[src/rtl/fft64_pipe_ctrl_if.sv]
// Purpose : control bundle between the FFT64 pipeline controller and its surroundings.
// Latency : n/a (wires only); upstream drives in_sof/in_valid, controller drives the rest.
// Backpressure: none; ed is the single pipeline-wide enable, there is no ready path.
// Ports   : in_sof, in_valid (upstream); ed, start1, start_rot, start2 (to pipeline stages);
//           out_sof, out_valid, busy, err_sof, frame_cnt[7:0] (status / downstream).
interface fft64_pipe_ctrl_if;
    logic       in_sof;
    logic       in_valid;
    logic       ed;
    logic       start1;
    logic       start_rot;
    logic       start2;
    logic       out_sof;
    logic       out_valid;
    logic       busy;
    logic       err_sof;
    logic [7:0] frame_cnt;

    // Upstream / environment side
    modport master (
        output in_sof, in_valid,
        input  ed, start1, start_rot, start2, out_sof, out_valid, busy, err_sof, frame_cnt
    );

    // Controller side
    modport slave (
        input  in_sof, in_valid,
        output ed, start1, start_rot, start2, out_sof, out_valid, busy, err_sof, frame_cnt
    );
endinterface

[src/rtl/fft64_pipe_ctrl.sv]
// Purpose : sequences START pulses through stage 1 -> rotator -> stage 2 of a 64-point FFT
//           and frames the output; tracks frames in flight and flushes the pipe when input stops.
// Latency : START1 -> OUT_SOF = L1+LR+L2 ED cycles; OUT_VALID for the 64 ED cycles after OUT_SOF.
// Backpressure: none; ED follows IN_VALID while a frame is open or idle, forced high while draining.
// Ports   : CLK (rising edge), RST (sync, active-high), bus (fft64_pipe_ctrl_if.slave).
module fft64_pipe_ctrl #(
    parameter int L1 = 68,  // stage-1 START -> first output strobe, ED cycles
    parameter int LR = 3,   // rotator START -> RDY, ED cycles
    parameter int L2 = 68   // stage-2 START -> first output strobe, ED cycles
) (
    input  logic              CLK,
    input  logic              RST,
    fft64_pipe_ctrl_if.slave  bus
);

    typedef enum logic [1:0] {IDLE, FILL, WAIT} state_t;

    state_t        state, state_nxt;
    logic [5:0]    in_cnt, in_cnt_nxt;
    logic [7:0]    inflight, inflight_nxt;
    logic [7:0]    frame_cnt;
    logic [L1-1:0] rot_dly;
    logic [LR-1:0] s2_dly;
    logic [L2-1:0] sof_dly;
    logic          out_open;
    logic [5:0]    out_cnt;
    logic          err_sof;

    logic          ed;
    logic          start1;
    logic          out_sof;
    logic          misplaced;
    logic          win_end;

    // Draining frames self-clock the pipe so the tail comes out without upstream help.
    assign ed        = ((state == WAIT) && !RST) ? 1'b1 : bus.in_valid;
    assign start1    = bus.in_sof & ed & ~RST;
    assign out_sof   = sof_dly[L2-1];
    assign misplaced = start1 && (state == FILL) && (in_cnt != 6'd63);

    // A window retires its frame on the 64th sample, or early when a newer OUT_SOF
    // truncates it; otherwise an aborted frame would stay in flight forever.
    assign win_end   = ed && out_open && ((out_cnt == 6'd63) || out_sof);

    always_comb begin
        state_nxt    = state;
        in_cnt_nxt   = in_cnt;
        inflight_nxt = inflight;

        if (start1 && !win_end)
            inflight_nxt = inflight + 8'd1;
        else if (win_end && !start1)
            inflight_nxt = inflight - 8'd1;

        case (state)
            IDLE: ;
            FILL: begin
                if (ed) begin
                    if (in_cnt == 6'd63)
                        state_nxt = WAIT;
                    else
                        in_cnt_nxt = in_cnt + 6'd1;
                end
            end
            WAIT: begin
                if (inflight_nxt == 8'd0)
                    state_nxt = IDLE;
            end
            default: state_nxt = IDLE;
        endcase

        // A new frame always wins, including on the last sample of the previous one.
        if (start1) begin
            state_nxt  = FILL;
            in_cnt_nxt = 6'd0;
        end
    end

    always_ff @(posedge CLK) begin
        if (RST) begin
            state     <= IDLE;
            in_cnt    <= '0;
            inflight  <= '0;
            frame_cnt <= '0;
            rot_dly   <= '0;
            s2_dly    <= '0;
            sof_dly   <= '0;
            out_open  <= 1'b0;
            out_cnt   <= '0;
            err_sof   <= 1'b0;
        end else begin
            state    <= state_nxt;
            in_cnt   <= in_cnt_nxt;
            inflight <= inflight_nxt;
            err_sof  <= misplaced;

            // Delay lines advance only on ED so stalls stretch latency in clock cycles
            // but not in pipeline cycles; each bit is an independent in-flight start.
            if (ed) begin
                rot_dly <= (rot_dly << 1) | L1'(start1);
                s2_dly  <= (s2_dly  << 1) | LR'(rot_dly[L1-1]);
                sof_dly <= (sof_dly << 1) | L2'(s2_dly[LR-1]);

                if (out_sof) begin
                    out_open <= 1'b1;
                    out_cnt  <= '0;
                end else if (out_open) begin
                    if (out_cnt == 6'd63)
                        out_open <= 1'b0;
                    out_cnt <= out_cnt + 6'd1;
                end
            end

            if (win_end)
                frame_cnt <= frame_cnt + 8'd1;
        end
    end

    assign bus.ed        = ed;
    assign bus.start1    = start1;
    assign bus.start_rot = rot_dly[L1-1];
    assign bus.start2    = s2_dly[LR-1];
    assign bus.out_sof   = out_sof;
    assign bus.out_valid = out_open & ed;
    assign bus.busy      = (inflight != 8'd0);
    assign bus.err_sof   = err_sof;
    assign bus.frame_cnt = frame_cnt;

endmodule

[src/flat_wrapper.sv]
// flat-port wrapper written by rule: the top's interface ports become plain ports
module fft64_pipe_ctrl_flat 
#(
    parameter int L1 = 68,                                                    
    parameter int LR = 3,                                     
    parameter int L2 = 68                                                     
)
  (CLK, RST, bus_in_sof, bus_in_valid, bus_ed, bus_start1, bus_start_rot, bus_start2, bus_out_sof, bus_out_valid, bus_busy, bus_err_sof, bus_frame_cnt);
  fft64_pipe_ctrl_if bus_i ();
  input  logic CLK;
  input  logic RST;
  input wire logic [$bits(bus_i.in_sof)-1:0] bus_in_sof;
  input wire logic [$bits(bus_i.in_valid)-1:0] bus_in_valid;
  output wire logic [$bits(bus_i.ed)-1:0] bus_ed;
  output wire logic [$bits(bus_i.start1)-1:0] bus_start1;
  output wire logic [$bits(bus_i.start_rot)-1:0] bus_start_rot;
  output wire logic [$bits(bus_i.start2)-1:0] bus_start2;
  output wire logic [$bits(bus_i.out_sof)-1:0] bus_out_sof;
  output wire logic [$bits(bus_i.out_valid)-1:0] bus_out_valid;
  output wire logic [$bits(bus_i.busy)-1:0] bus_busy;
  output wire logic [$bits(bus_i.err_sof)-1:0] bus_err_sof;
  output wire logic [$bits(bus_i.frame_cnt)-1:0] bus_frame_cnt;
  assign bus_i.in_sof = bus_in_sof;
  assign bus_i.in_valid = bus_in_valid;
  assign bus_ed = bus_i.ed;
  assign bus_start1 = bus_i.start1;
  assign bus_start_rot = bus_i.start_rot;
  assign bus_start2 = bus_i.start2;
  assign bus_out_sof = bus_i.out_sof;
  assign bus_out_valid = bus_i.out_valid;
  assign bus_busy = bus_i.busy;
  assign bus_err_sof = bus_i.err_sof;
  assign bus_frame_cnt = bus_i.frame_cnt;
  fft64_pipe_ctrl #(.L1(L1), .LR(LR), .L2(L2)) u_core (.CLK(CLK), .RST(RST), .bus(bus_i));
endmodule
[config.mk]
export PLATFORM = sky130hd
export DESIGN_NAME = fft64_pipe_ctrl_flat
export DESIGN_NICKNAME = d
export VERILOG_FILES = /design/src/rtl/fft64_pipe_ctrl_if.sv /design/src/rtl/fft64_pipe_ctrl.sv /design/src/flat_wrapper.sv
export SDC_FILE = /design/constraint.sdc
export NUM_CORES = 1
export LEC_CHECK = 0
export BUFFER_PORTS_ARGS = -buffer_cell sky130_fd_sc_hd__clkbuf_2
export CORE_AREA = 2 2 129 131
export CTS_CLUSTER_DIAMETER = 40
export CTS_CLUSTER_SIZE = 8
export DETAILED_ROUTE_END_ITERATION = 6
export DIE_AREA = 0 0 131 133
export GPL_ROUTABILITY_DRIVEN = 0
export GPL_TIMING_DRIVEN = 0
export HOLD_SLACK_MARGIN = 0.1
export SETUP_SLACK_MARGIN = 0.05
export SLEW_MARGIN = 20
export SYNTH_ARGS = -nofsm -noshare
export SYNTH_HDL_FRONTEND = slang
export SYNTH_SLANG_ARGS = --single-unit
[constraint.sdc]
create_clock -name CLK -period 2.4 [get_ports CLK]
set_input_delay 0.48 -clock CLK [delete_from_list [all_inputs] [get_ports CLK]]
set_output_delay 0.48 -clock CLK [all_outputs]
set_load 0.02 [all_outputs]
==> flow_metrics.env, run 1 <==
export IMPL_synth_area_leaders="dfxtp_1 54%, nand2_1 17%, a21oi_1 12%"
export IMPL_fin_area_mm2=0.007222
export IMPL_num_fill_cells=1649
export IMPL_coreArea_mm2=0.01617
export IMPL_cts_buffer_depth=2
export IMPL_antenna_found_initial=0
export IMPL_io_pins=20
export IMPL_place_ws_ns=-0.08357
export IMPL_routed_via_density=4.779
export IMPL_syn_nets=801
export IMPL_placed_area_mm2=0.006671
export IMPL_cts_sinks=171
export IMPL_synth_top_area_share_pct=54.29
export IMPL_postLayoutCoreUtil_pct=44.66
export IMPL_diodes=0
export IMPL_fp_dieW_um=131
export IMPL_top_usage_layer="met2"
export IMPL_vdd_ir_drop_max_mv=0.5026
export IMPL_drt_wirelength_per_cell_um=11.31
export IMPL_syn_area_per_cell_um2=7.972
export IMPL_drc_errors=0
export IMPL_regArea_mm2=0.003423
export IMPL_final_common_cell="nand2_1"
export IMPL_clock_latency_ns=0.42
export IMPL_drive_gt1_share_pct=7.032
export IMPL_use_met3_pct=4.246
export IMPL_power_mw=5.507
export IMPL_synth_seq_cells=171
export IMPL_finalCritPeriodShare_pct=96.19
export IMPL_synth_seq_area_share_pct=54.29
export IMPL_synth_distinct_cells=37
export IMPL_io_buffers=18
export IMPL_grt_pass1_wl_um=20610
export IMPL_place_hpwl_um=7658
export IMPL_synthToLayoutAreaGrowth_pct=14.52
export IMPL_vias=5061
export IMPL_netlist_area_mm2=0.006306
export IMPL_met2_usage_pct=22.71
export IMPL_yosysWarnings=0
export IMPL_end_kind="flop"
export IMPL_max_cap_violations=0
export IMPL_final_cell_mix="290 x nand2_1, 171 x dfxtp_1, 146 x a21oi_1"
export IMPL_rsz0062_at_grt="yes"
export IMPL_multi_input_area_mm2=0.002665
export IMPL_cts_tree="yes"
export IMPL_hp_class="in2reg"
export IMPL_fin_ws_ns=0.09149
export IMPL_slew_headroom_pct=53.81
export IMPL_status="complete, no violations"
export IMPL_wirelength_um=11980
export IMPL_drtIter0Drc=386
export IMPL_ant_nets=0
export IMPL_htree_levels=4
export IMPL_fp_row_count=47
export IMPL_grtUsageTotal_pct=14.60
export IMPL_maxSlewViolCount=0
export IMPL_grt_pass1_vias=4597
export IMPL_firstDrtPassIters=5
export IMPL_max_freq_ghz=0.4332
export IMPL_power_per_cell_area_mw_per_mm2=762.6
export IMPL_numCtsBuffers=17
export IMPL_worst_slew_pin_slew_ns=0.6876
export IMPL_dieArea_mm2=0.01742
export IMPL_clk_pin_slew_worst_paths_ns=0.06
export IMPL_critPathArrivalTime_ns=2.62
export IMPL_crit_type="reg2reg"
export IMPL_critPathMaxFanout=10
export IMPL_start_kind="flop"
export IMPL_fin_nets=838
export IMPL_finalSetupViolCount=0
export IMPL_cts_hold_buffers=0
export IMPL_grt_max_degree=17
export IMPL_p_leak_nw=2.413
export IMPL_use_met1_pct=19.10
export IMPL_cts_root_buf="clkbuf_16"
export IMPL_skew_ns=0.008784
export IMPL_initial_core_util_pct=38.99
export IMPL_netlist_instances=791
export IMPL_gr_total_overflow=0
export IMPL_dieHeight_um=133
export IMPL_synth_area_leader_cell="dfxtp_1"
export IMPL_cp_required_ns=2.72
export IMPL_fin_crit_ns=2.309
export IMPL_hold_viol=0
synth_stat cells:
master     instances
o21ai_2            1
o32a_1             1
a211oi_1           1
inv_1              7
or4_1              4
and3_1             2
nor3b_2            1
nor3_1             7
or3b_2             1
nor2_1            32
o21ai_0            4
a21bo_2            1
nand2b_1           5
clkbuf_1          48
a31oi_1            2
a21oi_1          146
mux2i_1            5
o21a_1             1
a211o_1            1
o31a_1             1
nand3_1           13
nor4b_1            1
inv_2              1
nand2_1          290
or3_1              3
a21o_1             1
ha_1               6
nor4_1             1
nand4_1            4
buf_6              2
xnor2_1            9
nor2b_1            1
or2_1              1
nand3b_1           1
dfxtp_1          171
o2111ai_1          1
xor2_1            14
final timing paths:
| kind | startpoint | to | slack (ns) | cells after the start |
|---|---|---|---|---|
| setup / recovery | u_core.out_cnt[1]$_SDFFE_PP0P_ | u_core.state[1]$_SDFFE_PP0P_ | 0.09 | 9 |
| hold / removal | bus_in_sof | u_core.state[1]$_SDFFE_PP0P_ | 0.36 | 3 |
| setup reg to reg | u_core.out_cnt[1]$_SDFFE_PP0P_ | u_core.state[1]$_SDFFE_PP0P_ | 0.09 | 9 |
| hold reg to reg | u_core.sof_dly[44]$_SDFFE_PP0N_ | u_core.sof_dly[44]$_SDFFE_PP0N_ | 0.45 | 2 |
report_power, final:
group          internal [mW]  switching, mW  total (mW)
Clock                   1.41           1.05        2.46
Sequential              2.84        0.00599        2.85
Combinational         0.0403          0.155       0.196
Total                   4.30           1.21        5.51
area by class of cell:
class | instances | share of cell area [%]
well taps | 220 | 3.812
clock inverters | 7 | 0.5891
flip-flops and latches | 171 | 47.40
plain buffers | 50 | 2.876
clock buffers | 23 | 6.757
inverters | 8 | 0.4158
repair buffers | 18 | 1.247
multi-input cells | 562 | 36.90
cell families (layout without fill, tap and decap cells):
group | after synthesis | count (layout) | synth area share, %
and+or+nand+nor | 367 | 367 | 23.51
adders and majority gates | 6 | 6 | 1.190
muxes | 5 | 5 | 0.7937
AOI/OAI and AO/OA | 161 | 161 | 13.33
DFF | 171 | 171 | 54.29
xor gates and xnor gates | 23 | 23 | 3.195
buffers and inverters | 58 | 106 | 3.690
sequential cells by signal, summed over array words and instances (netlist names):
register              cells
u_core.bus.err_sof        1
u_core.bus.frame_cnt      8
u_core.in_cnt             6
u_core.inflight           8
u_core.out_cnt            6
u_core.out_open           1
u_core.rot_dly           68
u_core.s2_dly             3
u_core.sof_dly           68
u_core.state              2
critical path: stages, from the launching register on:
cell	delay (ns)
dfxtp_1	0.38
ha_1	0.18
and3_1	0.22
a31oi_2	0.14
or2_1	0.26
buf_6	0.16
a31oi_1	0.25
xor2_1	0.23
o2111ai_1	0.15
o31a_1	0.26
routing by layer:
metal  routed length (um)  share of wire, %  vias to the layer above
met2                 5449                45                       52
met3                  375               3.1                       18
met1                 5972                50                     2338
met5                    0                 0                        -
met4                  179               1.5                        0
li1                     -                 -                     2653
timing repair:
action                     in CTS  in global routing
resized for setup               2                  7
buffers inserted                0                  0
hold endpoints to repair        0                  0
pin swaps                       0                  0
setup endpoints to repair       1                 31
through the flow:
| stage | hold WS (ns) | cells | setup TNS (ns) |
|---|---|---|---|
| global route | 0.3537 | 1059 | -0.05598 |
| CTS | 0.3432 | 1059 | 0 |
| detailed placement | 0.4438 | 1029 | -3.779 |
| finish | 0.3562 | 1059 | 0 |
| global placement | 0.4391 | 1029 | -1.640 |
| floorplan | 0.4321 | 791 | 0 |
No activity file was read; power rests on OpenSTA's default activity.
==> inputs of run 2 (changes only) <==
GPL_TIMING_DRIVEN = unset   (was 0)
==> run 2 against run 1 <==
Compared with the run above:
- die area unchanged
- clock power increased by 4%
- register-to-register slack improved by 0.11 ns
- final area decreased by 0.19%
- hold slack improved by 0.021 ns
- count of clock-buffer cells in the layout decreased by 1
- clock skew decreased by 0.0026 ns
- sequential share of layout area increased by 0.091 points
- power increased by 1.5%
- largest power group unchanged
- highest routed layer unchanged
==> flow_metrics.env, run 2 (synthesized netlist as in run 1, its figures left out) <==
export IMPL_wirelength_um=11230
export IMPL_p_leak_nw=2.453
export IMPL_cts_buffer_depth=2
export IMPL_synthToLayoutAreaGrowth_pct=14.31
export IMPL_max_freq_ghz=0.4506
export IMPL_grtUsageTotal_pct=13.63
export IMPL_cts_sinks=171
export IMPL_worst_slew_pin_slew_ns=0.9515
export IMPL_dieArea_mm2=0.01742
export IMPL_num_fill_cells=1658
export IMPL_cts_root_buf="clkbuf_16"
export IMPL_fin_nets=806
export IMPL_hold_viol=0
export IMPL_coreArea_mm2=0.01617
export IMPL_cp_required_ns=1.92
export IMPL_start_kind="flop"
export IMPL_drc_errors=0
export IMPL_vdd_ir_drop_max_mv=0.5206
export IMPL_gr_total_overflow=0
export IMPL_rsz0062_at_grt="no"
export IMPL_grt_max_degree=141
export IMPL_dieHeight_um=133
export IMPL_power_per_cell_area_mw_per_mm2=775.5
export IMPL_grt_pass1_vias=4416
export IMPL_routed_via_density=4.749
export IMPL_crit_path_end="bus_busy"
export IMPL_fp_row_count=47
export IMPL_crit_type="reg2out"
export IMPL_drt_wirelength_per_cell_um=10.91
export IMPL_final_common_cell="nand2_1"
export IMPL_hp_class="in2reg"
export IMPL_fin_crit_ns=2.219
export IMPL_end_kind="primary output"
export IMPL_r2r_start="u_core.inflight[4]$_SDFF_PP0_"
export IMPL_vias=4887
export IMPL_fp_dieW_um=131
export IMPL_clock_latency_ns=0.42
export IMPL_status="complete, no violations"
export IMPL_skew_ns=0.006213
export IMPL_ff2ff_path_depth=6
export IMPL_rrSetupSlack_ns=0.20
export IMPL_place_hpwl_um=6264
export IMPL_initial_core_util_pct=38.99
export IMPL_grt_pass1_wl_um=19490
export IMPL_numCtsBuffers=17
export IMPL_firstDrtPassIters=4
export IMPL_maxSlewViolCount=0
export IMPL_drive_gt1_share_pct=8.900
export IMPL_crit_path_start="u_core.inflight[4]$_SDFF_PP0_"
export IMPL_top_regs="u_core.rot_dly: 68 flops, u_core.sof_dly: 68 flops"
export IMPL_finalSetupTns_ns=0
export IMPL_drtIter0Drc=399
export IMPL_htree_levels=4
export IMPL_antenna_found_initial=0
export IMPL_r2r_end="u_core.state[1]$_SDFFE_PP0P_"
export IMPL_io_buffers=19
export IMPL_max_cap_violations=0
export IMPL_diodes=0
export IMPL_slew_headroom_pct=36.57
export IMPL_final_cell_mix="290 x nand2_1, 171 x dfxtp_1, 146 x a21oi_1"
export IMPL_ant_nets=0
export IMPL_finalSetupViolCount=0
export IMPL_clk_pin_slew_worst_paths_ns=0.06
export IMPL_critPathArrivalTime_ns=1.74
export IMPL_finalCritPeriodShare_pct=92.47
export IMPL_power_mw=5.590
export IMPL_critPathMaxFanout=5
export IMPL_cts_tree="yes"
export IMPL_io_pins=20
==> run 2: cell types whose count changed in the layout (fill, tap and decap cells not counted), moves of 2 or more <==
cell	delta
clkbuf_8	-2
clkbuf_1	-45
buf_4	+15
nor2_2	-2
buf_12	+3
buf_6	-2
inv_6	+2
==> run 2: area by class of cell <==
type	instances	area (um^2)	share of cell area (%)
flip-flops and latches	171	3423	47.49
multi-input cells	562	2660	36.90
clock buffers	22	464.2	6.440
well taps	220	275.3	3.819
repair buffers	36	262.8	3.645
clock inverters	10	90.09	1.250
inverters	8	32.53	0.4513
==> run 2: layer usage <==
layer,GRT usage [%],share of wire (%)
met2,20.87,44
met3,4.974,3.6
met4,4.433,1.1
met1,17.83,51
met5,0,0
==> run 2: critical path, cell delays in order (launching register included) <==
cell      delay [ns]
dfxtp_1         0.35
or4_1           0.56
nor2_1          0.17
nand3b_1        0.09
clkbuf_2        0.16
==> run 2: worst min path at each step <==
| stage | start | end | cells past startpoint |
|---|---|---|---|
| after global placement | u_core.sof_dly[43]$_SDFFE_PP0N_ | u_core.sof_dly[43]$_SDFFE_PP0N_ | 2 |
| after CTS | bus_in_sof | u_core.state[1]$_SDFFE_PP0P_ | 3 |
| after floorplan | u_core.rot_dly[10]$_SDFFE_PP0N_ | u_core.rot_dly[10]$_SDFFE_PP0N_ | 2 |
| after global routing | bus_in_sof | u_core.state[1]$_SDFFE_PP0P_ | 3 |
| after detailed placement | u_core.rot_dly[37]$_SDFFE_PP0N_ | u_core.rot_dly[37]$_SDFFE_PP0N_ | 2 |
| final | bus_in_sof | u_core.state[1]$_SDFFE_PP0P_ | 3 |
==> run 2: what timing repair did <==
item	4_1_cts	5_1_grt
hold buffers	0	0
resized for setup	0	1
buffers inserted	0	1
setup endpoints to repair	0	3
==> run 2: report_power, final <==
| part | switching, mW | internal [mW] | leakage, nW |
|---|---|---|---|
| logic | 0.145 | 0.0404 | 0.809 |
| registers | 0.00576 | 2.84 | 1.38 |
| clock network | 1.07 | 1.48 | 0.267 |
| total | 1.22 | 4.37 | 2.45 |
==> run 2: per-stage QoR <==
step	util [%]	cells	instance area [um^2]	hold WS, ns	setup slack [ns]
floorplan	-	791	6306	0.4321	0.1661
global placement	41.08	996	6644	0.4392	0.06962
detailed placement	41.08	996	6644	0.4432	0.04892
CTS	44.51	1028	7198	0.3582	0.07770
global route	44.57	1029	7208	0.3861	0.07191
finish	44.57	1029	7208	0.3776	0.1808
